File: src/rtl/pong_game_ctrl.sv
// pong_game_ctrl
//
// Game sequencer for the ping-pong design. It holds the graphics engine
// frozen (gra_still) outside of live play, turns hit/miss strobes into
// per-player scores and a rally count, and steps through the phases
// NEWGAME -> PLAY -> NEWBALL/OVER. It uses the per-frame refresh tick to
// time the pause between points and the game-over screen.
//
// Optional build macro: PONG_WIN_BY_TWO_EN
//   When defined, a win needs the target score and a lead of two.
//   Reaching 15 (the score cap) always wins.
//   When undefined, a win is the plain equality test against WIN_SCORE.
//
// Parameters
//   WIN_SCORE   : points needed to win (1..15)
//   DELAY_TICKS : frame ticks held in NEWBALL and OVER (1..255)
//
// Ports
//   clk                 : system clock
//   reset               : synchronous, active-low reset
//   tick                : one-cycle pulse per frame
//   btn[3:0]            : paddle buttons; any nonzero value means "start"
//   l_hit, r_hit        : paddle-hit strobes from the graphics engine
//   l_mis, r_mis        : miss strobes (level-held while the ball is out)
//   gra_still           : freeze and re-centre the ball
//   l_score, r_score    : 4-bit binary scores
//   rally[7:0]          : paddle hits in the current point, saturating
//   game_over           : high in OVER
//   winner              : 0 = left, 1 = right; valid while game_over is high
//   state[1:0]          : 00 NEWGAME, 01 PLAY, 10 NEWBALL, 11 OVER

module pong_game_ctrl #(
  parameter int WIN_SCORE   = 11,
  parameter int DELAY_TICKS = 120
) (
  input  logic       clk,
  input  logic       reset,
  input  logic       tick,
  input  logic [3:0] btn,
  input  logic       l_hit,
  input  logic       r_hit,
  input  logic       l_mis,
  input  logic       r_mis,
  output logic       gra_still,
  output logic [3:0] l_score,
  output logic [3:0] r_score,
  output logic [7:0] rally,
  output logic       game_over,
  output logic       winner,
  output logic [1:0] state
);

  localparam logic [1:0] ST_NEWGAME = 2'b00;
  localparam logic [1:0] ST_PLAY    = 2'b01;
  localparam logic [1:0] ST_NEWBALL = 2'b10;
  localparam logic [1:0] ST_OVER    = 2'b11;

  localparam logic [3:0] WIN_VAL   = WIN_SCORE[3:0];
  localparam logic [7:0] DELAY_VAL = DELAY_TICKS[7:0];

  // Index 0 is the left player, index 1 the right player.
  logic [1:0] state_reg, state_next;
  logic [7:0] timer_reg, timer_next;
  logic [7:0] rally_reg, rally_next;
  logic       winner_reg, winner_next;
  logic [3:0] score_reg  [2];
  logic [3:0] score_next [2];

  // Per-player saturating increment and win test on the would-be score.
  logic [3:0] score_inc [2];
  logic [1:0] win;

  genvar gi;
  generate
    for (gi = 0; gi < 2; gi++) begin : g_player
      assign score_inc[gi] = (score_reg[gi] == 4'd15) ? 4'd15
                                                      : score_reg[gi] + 4'd1;
`ifdef PONG_WIN_BY_TWO_EN
      // Lead is compared in 5 bits so opponent + 2 cannot wrap.
      assign win[gi] = (score_inc[gi] == 4'd15) ||
                       ((score_inc[gi] >= WIN_VAL) &&
                        ({1'b0, score_inc[gi]} >= ({1'b0, score_reg[1-gi]} + 5'd2)));
`else
      assign win[gi] = (score_inc[gi] == WIN_VAL);
`endif
    end
  endgenerate

  logic start;
  logic timer_zero;
  assign start      = (btn != 4'd0);
  assign timer_zero = (timer_reg == 8'd0);

  always_comb begin
    state_next    = state_reg;
    timer_next    = timer_reg;
    rally_next    = rally_reg;
    winner_next   = winner_reg;
    score_next[0] = score_reg[0];
    score_next[1] = score_reg[1];

    case (state_reg)
      ST_NEWGAME: begin
        score_next[0] = 4'd0;
        score_next[1] = 4'd0;
        if (start) begin
          state_next = ST_PLAY;
          rally_next = 8'd0;
        end
      end

      ST_PLAY: begin
        // A miss outranks a hit; l_mis outranks r_mis. Leaving PLAY on the
        // first miss cycle is what makes a held miss count only once.
        if (l_mis || r_mis) begin
          timer_next = DELAY_VAL;
          if (l_mis) begin
            score_next[1] = score_inc[1];
            if (win[1]) begin
              state_next  = ST_OVER;
              winner_next = 1'b1;
            end else begin
              state_next = ST_NEWBALL;
            end
          end else begin
            score_next[0] = score_inc[0];
            if (win[0]) begin
              state_next  = ST_OVER;
              winner_next = 1'b0;
            end else begin
              state_next = ST_NEWBALL;
            end
          end
        end else if ((l_hit || r_hit) && (rally_reg != 8'd255)) begin
          rally_next = rally_reg + 8'd1;
        end
      end

      ST_NEWBALL: begin
        if (timer_zero) begin
          if (start) begin
            state_next = ST_PLAY;
            rally_next = 8'd0;
          end
        end else if (tick) begin
          timer_next = timer_reg - 8'd1;
        end
      end

      default: begin // ST_OVER
        if (timer_zero) begin
          state_next    = ST_NEWGAME;
          score_next[0] = 4'd0;
          score_next[1] = 4'd0;
          winner_next   = 1'b0;
        end else if (tick) begin
          timer_next = timer_reg - 8'd1;
        end
      end
    endcase
  end

  always_ff @(posedge clk) begin
    if (!reset) begin
      state_reg    <= ST_NEWGAME;
      timer_reg    <= 8'd0;
      rally_reg    <= 8'd0;
      winner_reg   <= 1'b0;
      score_reg[0] <= 4'd0;
      score_reg[1] <= 4'd0;
    end else begin
      state_reg    <= state_next;
      timer_reg    <= timer_next;
      rally_reg    <= rally_next;
      winner_reg   <= winner_next;
      score_reg[0] <= score_next[0];
      score_reg[1] <= score_next[1];
    end
  end

  // Outputs decode only registered state.
  assign state     = state_reg;
  assign gra_still = (state_reg != ST_PLAY);
  assign game_over = (state_reg == ST_OVER);
  assign winner    = winner_reg;
  assign rally     = rally_reg;
  assign l_score   = score_reg[0];
  assign r_score   = score_reg[1];

endmodule

File: config.mk
export PLATFORM = sky130hd
export DESIGN_NAME = pong_game_ctrl
export DESIGN_NICKNAME = d
export VERILOG_FILES = /design/src/rtl/pong_game_ctrl.sv
export SDC_FILE = /design/constraint.sdc
export NUM_CORES = 1
export LEC_CHECK = 0
export BUFFER_PORTS_ARGS = -buffer_cell sky130_fd_sc_hd__buf_2
export CAP_MARGIN = 20
export CORE_UTILIZATION = 49
export DETAILED_ROUTE_END_ITERATION = 8
export GPL_TIMING_DRIVEN = 0
export MAX_ROUTING_LAYER = met4
export PLACE_DENSITY = 0.73
export RECOVER_POWER = 100
export SYNTH_ARGS = -nofsm -noshare
export SYNTH_HDL_FRONTEND = slang
export SYNTH_SLANG_ARGS = --single-unit
File: constraint.sdc
create_clock -name clk -period 1.8 [get_ports clk]
set_input_delay 0.18 -clock clk [delete_from_list [all_inputs] [get_ports clk]]
set_output_delay 0.18 -clock clk [all_outputs]
set_load 0.02 [all_outputs]
==> flow_summary.json <==
{
  "critPathLaunchType": "flop",
  "critPathMaxFanout": 6,
  "synth.largest_area_cell": "sky130_fd_sc_hd__dfxtp_1",
  "fraction_of_the_core_area_covered_by_cells_at_the_end_of_the_flow_pct": 64.4,
  "synth_common_cells": "27 x sky130_fd_sc_hd__dfxtp_1, 20 x sky130_fd_sc_hd__a21oi_1, 18 x sky130_fd_sc_hd__nor2_1, 11 x sky130_fd_sc_hd__o21ai_0, 9 x sky130_fd_sc_hd__nand3_1",
  "cp.required_ns": 2.05,
  "timing.hold.ws_ns": 0.126,
  "grt_first_pass_wirelength_mm": 6.19,
  "dpl_worst_slack_ns": -0.218,
  "num_rows": 20,
  "slowest_delay_ns": 0.58,
  "timing.fmax_mhz": 548,
  "post-route-period-util_pct": 101,
  "clockRootBuffer": "sky130_fd_sc_hd__clkbuf_4",
  "gpl.final_weighted_congestion": 0.811,
  "crit_path_end_kind": "flop",
  "critical_path_class": "flop to flop",
  "grt_start_max_net_pins": 16,
  "cts_tree": "yes",
  "hp-start": "reset",
  "grt_pass1_vias": 1401,
  "port-buffer-count": 29,
  "worst_ir_drop_vdd_uv": 482,
  "post_cts_hold_buffer_count": 0,
  "yosysTopAreaCellShare_pct": 34.4,
  "wire_per_inst_microns": 14.4,
  "antenna-diode-count": 0,
  "clock_skew_ns": 0.00294,
  "io_pins": 32,
  "antenna_found_initial": 0,
  "postSynth.topFlopCell": "sky130_fd_sc_hd__dfxtp_1",
  "post_route_cells_drive_above_1_share_pct": 35.4,
  "netlist_area_sq_um": 1570,
  "clkTransAtPathRegs_ns": 0.15,
  "crit_start": "timer_reg[5]",
  "cell_count_post_placement": 257,
  "synth.yosys.seq_area_share_pct": 34.4,
  "postPlaceCellArea_sq_um": 1790,
  "clock_tree.htree_level_count": 1,
  "multiInputGateArea_sq_um": 1010,
  "synth_area_per_cell_sq_um": 8.55,
  "drv_slew": 0,
  "synth-seq-cells": 27,
  "die_x_microns": 58.7,
  "setup_slack_ns": -0.0261,
  "postRouteAntennaNets": 0,
  "area.growth.synth_to_final_pct": 25.1,
  "worstHoldPathType": "input pin to flop",
  "max_slew_margin_pct": 64.7,
  "vias": 1553,
  "post_layout_power_mw": 2.29,
  "total_core_area_sq_um": 3050,
  "hold_viol_final": 0,
  "drt_pre_antenna_iters": 4,
  "timing.critical_path.slowest_stage_cell": "sky130_fd_sc_hd__or4_4",
  "worst-path-buf-inv": 0,
  "synth_nets": 200,
  "drt_wl_total_mm": 3.89,
  "n_fill_cell": 282,
  "dominant_cell_by_count_in_the_synthesized_netlist": "sky130_fd_sc_hd__dfxtp_1",
  "drv.max_cap_violation_count": 0,
  "detailed_place_hpwl_mm": 2.72,
  "drt_drc_violations_left": 0,
  "cts_inserted_buffers": 3,
  "synthTopCellsByArea": "sky130_fd_sc_hd__dfxtp_1 34%, sky130_fd_sc_hd__a21oi_1 6.4%, sky130_fd_sc_hd__nor2_1 4.3%",
  "r2r_start": "timer_reg[5]",
  "initialDrtViolationCount": 69,
  "die_h_microns": 58.7,
  "final_net_count": 243,
  "ys_warn_count": 0,
  "clkLatencyLatePin_ns": 0.34,
  "cell_leakage_power_nw": 0.788,
  "yosys.cell_types.count": 51,
  "finalSetupViolCount": 1,
  "synthesis.instances": 184,
  "timing.setup.tns_ns": -0.0261,
  "slew_at_the_pin_closest_to_its_max_slew_limit_ns": 0.529,
  "layoutNonFillerInstCount": 270,
  "power_per_cell_area_nw_per_um2": 1160,
  "cp_top_family": "compound AO/OA/AOI/OAI gates",
  "ctsLongestPathBuffers": 2,
  "run_status": "finished with violations",
  "vias_per_cell": 5.75,
  "post-route-cell-area_sq_um": 1970,
  "asyncSetResetFlopFracSynth_pct": 0,
  "grt_overflow": 0,
  "initial_utilization_pct": 51.5,
  "fp.dieArea_sq_um": 3440,
  "regArea_sq_um": 557,
  "violations": "setup timing",
  "cp_cell_sequence": "or4_4 -> o21ai_4 -> o311a_4 -> o21ai_1 -> a31o_2",
  "tritoncts_num_sinks": 27,
  "synth_enable_flop_cells": 0,
  "arrival_ns": 2.07,
  "grt_usage_pct": 24.5,
  "rsz0062_at_grt": "true",
  "period_needed_ns": 1.83
}
## per-layer routing
layer	up-vias	share of wire, %	track usage (%)
met5	-	0	-
met4	0	2.4	11.9
met3	9	2.9	2.42
met2	30	49	41.7
met1	752	46	29.1
li1	762	-	-
## path summary, 6_finish.rpt
path              endpoint  slack (ns)  cells after the start
hold reg to reg   rally[6]        0.51                      1
setup / recovery    winner       -0.03                      5
setup reg to reg    winner       -0.03                      5
hold / removal    state[1]        0.13                      2
## layout make-up
cell class / instances / area share, %
tap: 44 / 2.80
clock buffer: 3 / 1.15
timing repair buffer: 38 / 10.8
clock inverter: 1 / 0.254
sequential: 27 / 28.3
multi-input combinational: 142 / 51.5
buffer: 7 / 3.69
inverter: 8 / 1.53
## timing repair
item                                    CTS  global route
resized for setup                        11            18
pin swaps                                 4            12
endpoints found under the setup margin   20            20
hold endpoints to repair                  0             0
gates cloned                              0             0
buffers inserted                          5             4
## cells in the final DEF (no fill, tap or decap), drive strengths merged, types with 2 or more instances in the layout
master | Yosys | final
nand2 | 8 | 8
o211ai | 3 | 3
nor2 | 19 | 19
ha | 5 | 5
nand3 | 9 | 9
clkinv | 1 | 2
nor3 | 5 | 5
a21oi | 20 | 20
nand2b | 6 | 6
o21ai | 12 | 12
nand4 | 2 | 2
a31oi | 5 | 5
clkbuf | 4 | 8
or3 | 4 | 4
dfxtp | 27 | 27
or4 | 3 | 3
and2 | 2 | 2
nor2b | 3 | 3
and3 | 2 | 2
nor4 | 3 | 3
xnor2 | 4 | 4
inv | 7 | 7
buf | 3 | 40
mux2i | 6 | 6
o22ai | 3 | 3
## cells by family after synthesis
family | after synthesis | share of synthesized area (%)
and+or+nand+nor | 71 | 25.5
DFF | 27 | 34.4
muxes | 6 | 3.82
adders and majority gates | 5 | 3.98
AOI/OAI and AO/OA | 55 | 23.2
buffers and inverters | 15 | 6.29
xor gates and xnor gates | 5 | 2.78
## where the power goes
part	switching, mW	total (mW)	internal [mW]
clock network	0.188	0.272	0.0838
registers	0.0944	0.792	0.698
logic	0.682	1.22	0.540
Power figures use the tool's default switching activity.
